**src/rtl/mem_port_arbiter.sv**
```systemverilog
// mem_port_arbiter: shares one req/ack memory port between fetch and data.
// Data wins over fetch, with a streak limit and a memory-side watchdog.
//
// Ports:
//   clock, reset_n           rising-edge clock, async active-low reset
//   if_req/if_addr           fetch request; if_ready/if_rdata completion
//   d_req/d_we/d_addr/
//   d_wdata/d_be             data request; d_ready/d_rdata completion
//   mem_req/mem_we/mem_addr/
//   mem_wdata/mem_be         registered memory request, held until mem_ack
//   mem_ack/mem_rdata        memory completion and read data
//   xfer_err                 pulses with the ready of a timed-out transfer
//   err_sticky               set on any timeout, cleared only by reset
module mem_port_arbiter #(
  parameter int ADDR_WIDTH      = 32,
  parameter int DATA_WIDTH      = 32,
  parameter int MAX_DATA_STREAK = 4,
  parameter int TIMEOUT_CYCLES  = 64
) (
  input  logic                    clock,
  input  logic                    reset_n,
  input  logic                    if_req,
  input  logic [ADDR_WIDTH-1:0]   if_addr,
  output logic                    if_ready,
  output logic [DATA_WIDTH-1:0]   if_rdata,
  input  logic                    d_req,
  input  logic                    d_we,
  input  logic [ADDR_WIDTH-1:0]   d_addr,
  input  logic [DATA_WIDTH-1:0]   d_wdata,
  input  logic [DATA_WIDTH/8-1:0] d_be,
  output logic                    d_ready,
  output logic [DATA_WIDTH-1:0]   d_rdata,
  output logic                    mem_req,
  output logic                    mem_we,
  output logic [ADDR_WIDTH-1:0]   mem_addr,
  output logic [DATA_WIDTH-1:0]   mem_wdata,
  output logic [DATA_WIDTH/8-1:0] mem_be,
  input  logic                    mem_ack,
  input  logic [DATA_WIDTH-1:0]   mem_rdata,
  output logic                    xfer_err,
  output logic                    err_sticky
);

  localparam int BE_W = DATA_WIDTH / 8;

  localparam logic [1:0] S_IDLE    = 2'd0;
  localparam logic [1:0] S_BUSY_IF = 2'd1;
  localparam logic [1:0] S_BUSY_D  = 2'd2;

  localparam logic [3:0] MAX_STREAK = 4'(MAX_DATA_STREAK);
  localparam logic       WDOG_EN    = (TIMEOUT_CYCLES != 0);
  localparam logic [7:0] WDOG_LAST  = 8'(TIMEOUT_CYCLES - 1);

  logic [1:0]            r_state;
  logic [3:0]            r_streak;
  logic [7:0]            r_wdog;
  logic                  r_err_sticky;
  logic                  r_mem_we;
  logic [ADDR_WIDTH-1:0] r_mem_addr;
  logic [DATA_WIDTH-1:0] r_mem_wdata;
  logic [BE_W-1:0]       r_mem_be;

  logic w_busy;
  logic w_timeout;
  logic w_done;
  logic w_grant_d;

  assign w_busy    = (r_state != S_IDLE);
  // Gated by w_busy so a 1-cycle watchdog cannot fire while idle.
  assign w_timeout = w_busy & WDOG_EN & (r_wdog == WDOG_LAST);
  assign w_done    = w_busy & (mem_ack | w_timeout);
  // Data only yields once it has won MAX_STREAK times over a waiting fetch.
  assign w_grant_d = d_req & (!if_req | (r_streak < MAX_STREAK));

  assign mem_req    = w_busy;
  assign mem_we     = r_mem_we;
  assign mem_addr   = r_mem_addr;
  assign mem_wdata  = r_mem_wdata;
  assign mem_be     = r_mem_be;
  assign err_sticky = r_err_sticky;

  assign if_ready = (r_state == S_BUSY_IF) & (mem_ack | w_timeout);
  assign d_ready  = (r_state == S_BUSY_D) & (mem_ack | w_timeout);
  assign if_rdata = mem_ack ? mem_rdata : '0;
  assign d_rdata  = mem_ack ? mem_rdata : '0;
  // A coincident ack wins over the watchdog.
  assign xfer_err = w_timeout & !mem_ack;

  always_ff @(posedge clock or negedge reset_n) begin
    if (!reset_n) begin
      r_state      <= S_IDLE;
      r_streak     <= '0;
      r_wdog       <= '0;
      r_err_sticky <= 1'b0;
      r_mem_we     <= 1'b0;
      r_mem_addr   <= '0;
      r_mem_wdata  <= '0;
      r_mem_be     <= '0;
    end else begin
      case (r_state)
        S_IDLE: begin
          r_wdog <= '0;
          if (w_grant_d) begin
            r_state     <= S_BUSY_D;
            r_mem_we    <= d_we;
            r_mem_addr  <= d_addr;
            r_mem_wdata <= d_wdata;
            r_mem_be    <= d_be;
            r_streak    <= if_req ? r_streak + 4'd1 : 4'd0;
          end else if (if_req) begin
            r_state     <= S_BUSY_IF;
            r_mem_we    <= 1'b0;
            r_mem_addr  <= if_addr;
            r_mem_wdata <= '0;
            r_mem_be    <= '1;
            r_streak    <= '0;
          end
        end
        S_BUSY_IF, S_BUSY_D: begin
          if (w_done) begin
            r_state <= S_IDLE;
          end else begin
            r_wdog <= r_wdog + 8'd1;
          end
          if (w_timeout && !mem_ack) begin
            r_err_sticky <= 1'b1;
          end
        end
        default: r_state <= S_IDLE;
      endcase
    end
  end

endmodule

```
**config.mk**
```make
export PLATFORM = sky130hd
export DESIGN_NAME = mem_port_arbiter
export DESIGN_NICKNAME = d
export VERILOG_FILES = /design/src/rtl/mem_port_arbiter.sv
export SDC_FILE = /design/constraint.sdc
export NUM_CORES = 1
export LEC_CHECK = 0
export CAP_MARGIN = 20
export CORE_ASPECT_RATIO = 2
export CORE_UTILIZATION = 40
export CTS_CLUSTER_DIAMETER = 50
export DETAILED_ROUTE_END_ITERATION = 8
export GPL_TIMING_DRIVEN = 0
export PLACE_DENSITY = 0.95
export SLEW_MARGIN = 5
export SYNTH_ARGS = -nofsm -noshare
export SYNTH_HDL_FRONTEND = slang
export SYNTH_SLANG_ARGS = --single-unit
```
**constraint.sdc**
```tcl
create_clock -name clock -period 3.35 [get_ports clock]
set_clock_uncertainty 0.15 [all_clocks]
set_input_delay 0.67 -clock clock [delete_from_list [all_inputs] [get_ports clock]]
set_output_delay 0.67 -clock clock [all_outputs]
set_load 0.01 [all_outputs]
```
; Yosys cells after proc, flatten, opt, wreduce, memory -nomap -nowiden
; Cells that the tools add are included.
[totals]
reg_bits = 84
input_bits = 138
output_inout_bits = 138
word_cells = 55
[op_classes]
n_addsub = 2
magnitude_cmp = 1
n_eq_ne = 6
muxes = 18
bitwise = 8
reduce_logical = 12
[ops]
columns = cell, n
row1 = $mux W32, 5
row2 = $mux W4, 5
row3 = $pmux W8 S2, 1
row4 = $add A8 B1 Y8 const B, 1
row5 = $eq A8 B6 Y1 const B, 1
row6 = $mux W8, 1
row7 = $reduce_and A2 Y1, 4
row8 = $and A1 B1 Y1, 6
row9 = $mux W2, 3
row10 = $reduce_bool A2 Y1, 3
row11 = $add A4 B1 Y4 const B, 1
row12 = $lt A4 B3 Y1 const B, 1
row13 = $ne A2 B2 Y1 const B, 2
row14 = $pmux W2 S2, 1
row15 = $ne A3 B3 Y1 const B, 1
row16 = $eq A2 B1 Y1 const B, 1
row17 = $eq A2 B2 Y1 const B, 1
row18 = $logic_not A1 Y1, 2
row19 = $logic_not A2 Y1, 1
row20 = $mux W1, 2
row21 = $or A1 B1 Y1, 2
row22 = $reduce_or A2 Y1, 1
row23 = $logic_and A1 B1 Y1, 1

; Longest topological paths before layout
[logic_depth]
depth_word = 6
mapped_depth = 9
mapped_depth_nobuf = 6

; Worst setup path after synthesis
; No wires, ideal clock.
[synth_path]
path_kind = input -> output
start = input port mem_ack
end = output port if_rdata[22]
t_arrival_ns = 1.371
required_ns = 2.530
setup_slack_ns = 1.159
path_stages = 4
n_path_buf = 3
path_cell_list = buf_2 -> clkbuf_1 -> and2_1 -> buf_4
[synth_via]
elab_chain_cells = 1
[synth_rtl]
columns = element, line
row1 = from (decl), 38  ; input logic mem_ack,
row2 = $mux W32, n/a
row3 = to (decl), 25  ; output logic [DATA_WIDTH-1:0] if_rdata,
; No other way between the ends.

; Worst setup path after layout
[layout_path]
start = register r_state[0]
end = output port if_ready
[layout_via]
elab_chain_cells = 4
word_cells_on_any_way = 5
cone_classes = 1 x eq/ne / 3 x bitwise / 1 x reduce/logical
[layout_rtl]
columns = element, line
row1 = from (decl), 54  ; logic [1:0] r_state;
row2 = from (signal assigned), 91  ; r_state <= S_IDLE;
row3 = from (signal assigned), 104  ; r_state <= S_BUSY_D;
row4 = from (signal assigned), 111  ; r_state <= S_BUSY_IF;
row5 = $reduce_bool A2 Y1, 68  ; assign w_busy = (r_state != S_IDLE);
row6 = $and A1 B1 Y1, 70  ; assign w_timeout = w_busy & WDOG_EN & (r_wdog == WDOG_LAST);
row7 = $or A1 B1 Y1, 82  ; assign if_ready = (r_state == S_BUSY_IF) & (mem_ack | w_timeout);
row8 = $and A1 B1 Y1 *, 82
row9 = to (decl), 24  ; output logic if_ready,
; Mark *: on every way between the ends. The rest lies on a longest branch, timed or not.

==> metrics.log <==
[metrics] TritonCTS clock tree: yes
[metrics] combined area of all synthesized cells: 4410 sq um
[metrics] total chip power: 0.00517 W
[metrics] pre-CTS setup slack: 0.403 ns
[metrics] number of hold violations in the final report: 0
[metrics] core utilization of the finished layout: 72.1%
[metrics] total wirelength of the detailed-routed design: 15500 microns
[metrics] count of buffer and inverter cells on the critical path: 3
[metrics] 1st-iter DRT viols: 250
[metrics] number of endpoints failing setup at the final stage: 0
[metrics] global-route wire length before repair: 23800 microns
[metrics] CTS root buf: clkbuf_16
[metrics] growth of design area from synthesis to finish: 73.5%
[metrics] type of element launching the critical path: flop
[metrics] cells traversed along the worst timing path: inv_1, ha_1, buf_4, nand4b_2, nor2_2, o21a_1, clkdlybuf4s50_1
[metrics] most common cell after layout, fill and taps aside: clkdlybuf4s50_1
[metrics] met1 wire length: 4930 microns
[metrics] cell family contributing the most delay on the critical path: buffers and inverters
[metrics] CTS max path bufs: 2
[metrics] worst voltage drop across the vdd grid: 0.399 mV
[metrics] status: finished, final reports clean
[metrics] vias per std cell: 5.02
[metrics] number of antenna cells inserted: 0
[metrics] Post-Route Hold Slack: 0.168 ns
[metrics] library cell contributing the largest single delay on the critical path: clkdlybuf4s50_1
[metrics] Warnings, synthesis: 0
[metrics] Max H-tree Level: 3
[metrics] # Max-Cap Violations: 0
[metrics] class of the most critical setup path: flop to output port
[metrics] Resize count post-CTS: 0
[metrics] cell types with the largest area share after synthesis: dfrtp_1 (48%), nand2_1 (13%), buf_4 (7.2%), nand3_2 (6.8%), and2_1 (5.1%)
[metrics] count of placed standard cells including taps: 905
[metrics] wire length on met2: 8890 microns
[metrics] smallest setup slack after layout: 0.165 ns
[metrics] layout cells sized above 1: 14.3%
[metrics] via total after detailed routing: 4625
[metrics] slowest stage delay, CP: 0.57 ns
[metrics] R2R Path Start: r_state[0]
[metrics] number of post-CTS setup repair buffers: 0
[metrics] Detail Route Antenna Nets: 0
[metrics] Netlist cell types: 37
[metrics] share of the synthesized area in the top cell type: 47.7%
[metrics] Congestion Overflow GR: 0
[metrics] clock-pin slew on the worst setup and hold paths: 0.06 ns
[metrics] Hold Buf Count CTS: 0
[metrics] NumNets Final: 922
[metrics] post-detailed-route DRC marker count: 0
[metrics] Worst Setup End Kind: output port
[metrics] origin of the worst setup path: r_state[0]
[metrics] highest clock frequency the design can meet: 0.314 GHz
[metrics] via count of the first global-routing pass: 4787
[metrics] Max-slew headroom: 63.5%
[metrics] largest driver fanout on the critical path: 10
[metrics] initial antenna violation count: 0
[metrics] number of iterations in the first detailed-routing pass: 4
[metrics] clock sinks: 84
[metrics] wire length on met3: 956 microns
[metrics] number of placed I/O pins: 276
[metrics] final critical path time including I/O delays and setup: 3.19 ns
[metrics] power density normalized to cell area: 677 nW/um^2
[metrics] worst hold path class: input pin to asynchronous set/reset pin
[metrics] setup repair after global routing missed its margin: no
[metrics] Final GP Congestion: 0.888
[metrics] flip-flop and latch count after synthesis: 84
[metrics] commonest non-fill, non-tap cells in the layout: clkdlybuf4s50_1 (273), nand2_1 (147), dfrtp_1 (84)
[metrics] DP HPWL: 12600 microns
[metrics] total core area: 10600 sq um
[metrics] Least-Margin Pin Slew: 0.548 ns
[metrics] gate count of the mapped netlist: 493
[metrics] floorplan die width: 76.2 microns
[metrics] cell row count: 53
[metrics] number of filler instances in the final layout: 753
[metrics] largest net degree at the start of global routing: 44
[metrics] starting utilization of the core area: 41.5%
[metrics] height of the die: 150 microns
[metrics] mean post-synth cell area: 8.94 sq um
[metrics] final cell count without fillers: 921
[metrics] final number of max-transition violations: 0
[metrics] Static Leakage: 3.39 nW
[metrics] period utilisation layout: 95.1%
[metrics] PortBufs: 274
[metrics] endpoint required time on the critical path: 2.53 ns
[metrics] drt wl/cell: 16.8 microns
[metrics] global-route usage over all layers: 27.1%
[metrics] largest area contributor in the synthesized netlist: dfrtp_1
[metrics] highest metal layer used by the detailed router: met4
[metrics] later-pin clock latency in the skew report: 0.33 ns
[metrics] arrival time reported for the critical path endpoint: 2.37 ns
[metrics] number of buffers created by CTS: 9
[metrics] syn nets: 636
[metrics] sequential fraction of the synthesis area: 47.7%
[metrics] Die Footprint: 11500 sq um
-- layout make-up --
type                    count  area (sq um)  share of cell area [%]
inverters                   6          22.5                   0.295
clock buffers              10           239                    3.12
repair buffers            275          2760                    36.1
well taps                 137           171                    2.24
flip-flops and latches     84          2100                    27.5
clock inverters             6          68.8                   0.900
multi-input cells         339          1840                    24.0
plain buffers              64           447                    5.84
-- sequential cells by signal (all words and copies together), names as in the netlist --
register,count
mem_be,4
r_state,2
mem_we,1
r_wdog,8
mem_addr,32
err_sticky,1
r_streak,4
mem_wdata,32
-- layer usage --
layer | up-vias | GRT usage (%)
li1 | 2160 | -
met1 | 2164 | 24.7
met2 | 256 | 53.9
met3 | 45 | 5.82
met4 | 0 | 15.6
met5 | - | 0
-- path summary, 6_finish.rpt --
kind / endpoint / slack [ns] / cells after the start
setup / recovery: if_ready / 0.16 / 7
hold / removal: mem_wdata[27] / 0.17 / 1
setup reg to reg: r_wdog[5] / 1.38 / 6
hold reg to reg: err_sticky / 0.31 / 1
max in group asynchronous: mem_wdata[11] / 2.24 / 2
min in group clock: err_sticky / 0.31 / 1
-- per-stage QoR --
step,setup TNS [ns],instance area [sq um]
6_report,0,7650
4_1_cts,0,7650
3_5_place_dp,0,7340
3_3_place_gp,-116.62,7320
2_1_floorplan,0,4410
5_1_grt,0,7650
-- kinds of logic (layout without fill, tap and decap cells) --
kind of cell	count (synthesis)	count (layout)	share of synthesized area [%]
buf+inv	70	361	10.6
flops	84	84	47.7
compound gates	67	67	10.0
simple gates	267	267	30.2
fa+ha+maj	5	5	1.42
-- Yosys cell counts --
library cell,count
nand3_2,30
inv_2,1
buf_2,8
buf_4,42
o41ai_2,1
nor2b_1,1
o32ai_2,1
nand4_1,1
nand2b_1,1
a31oi_1,32
o21ai_0,4
inv_1,5
a21oi_1,3
and4_1,1
o21a_1,3
clkbuf_2,1
o21ai_1,14
ha_1,5
o32ai_1,1
nand3_1,7
o31ai_2,1
nor2_1,38
nand4b_2,1
nor2_2,1
buf_6,5
clkbuf_1,8
a22o_1,2
o41ai_1,1
nand4bb_2,1
and2_1,36
dfrtp_1,84
nor3_1,1
o22ai_2,1
a21o_1,2
nand2_1,147
o31ai_1,1
or2_1,1
-- where the power goes --
part / internal [W] / switching [W]
logic: 0.00128 / 0.00122
registers: 0.00142 / 0.000240
clock network: 0.000605 / 0.000411
(Power assumes the default switching activity.)
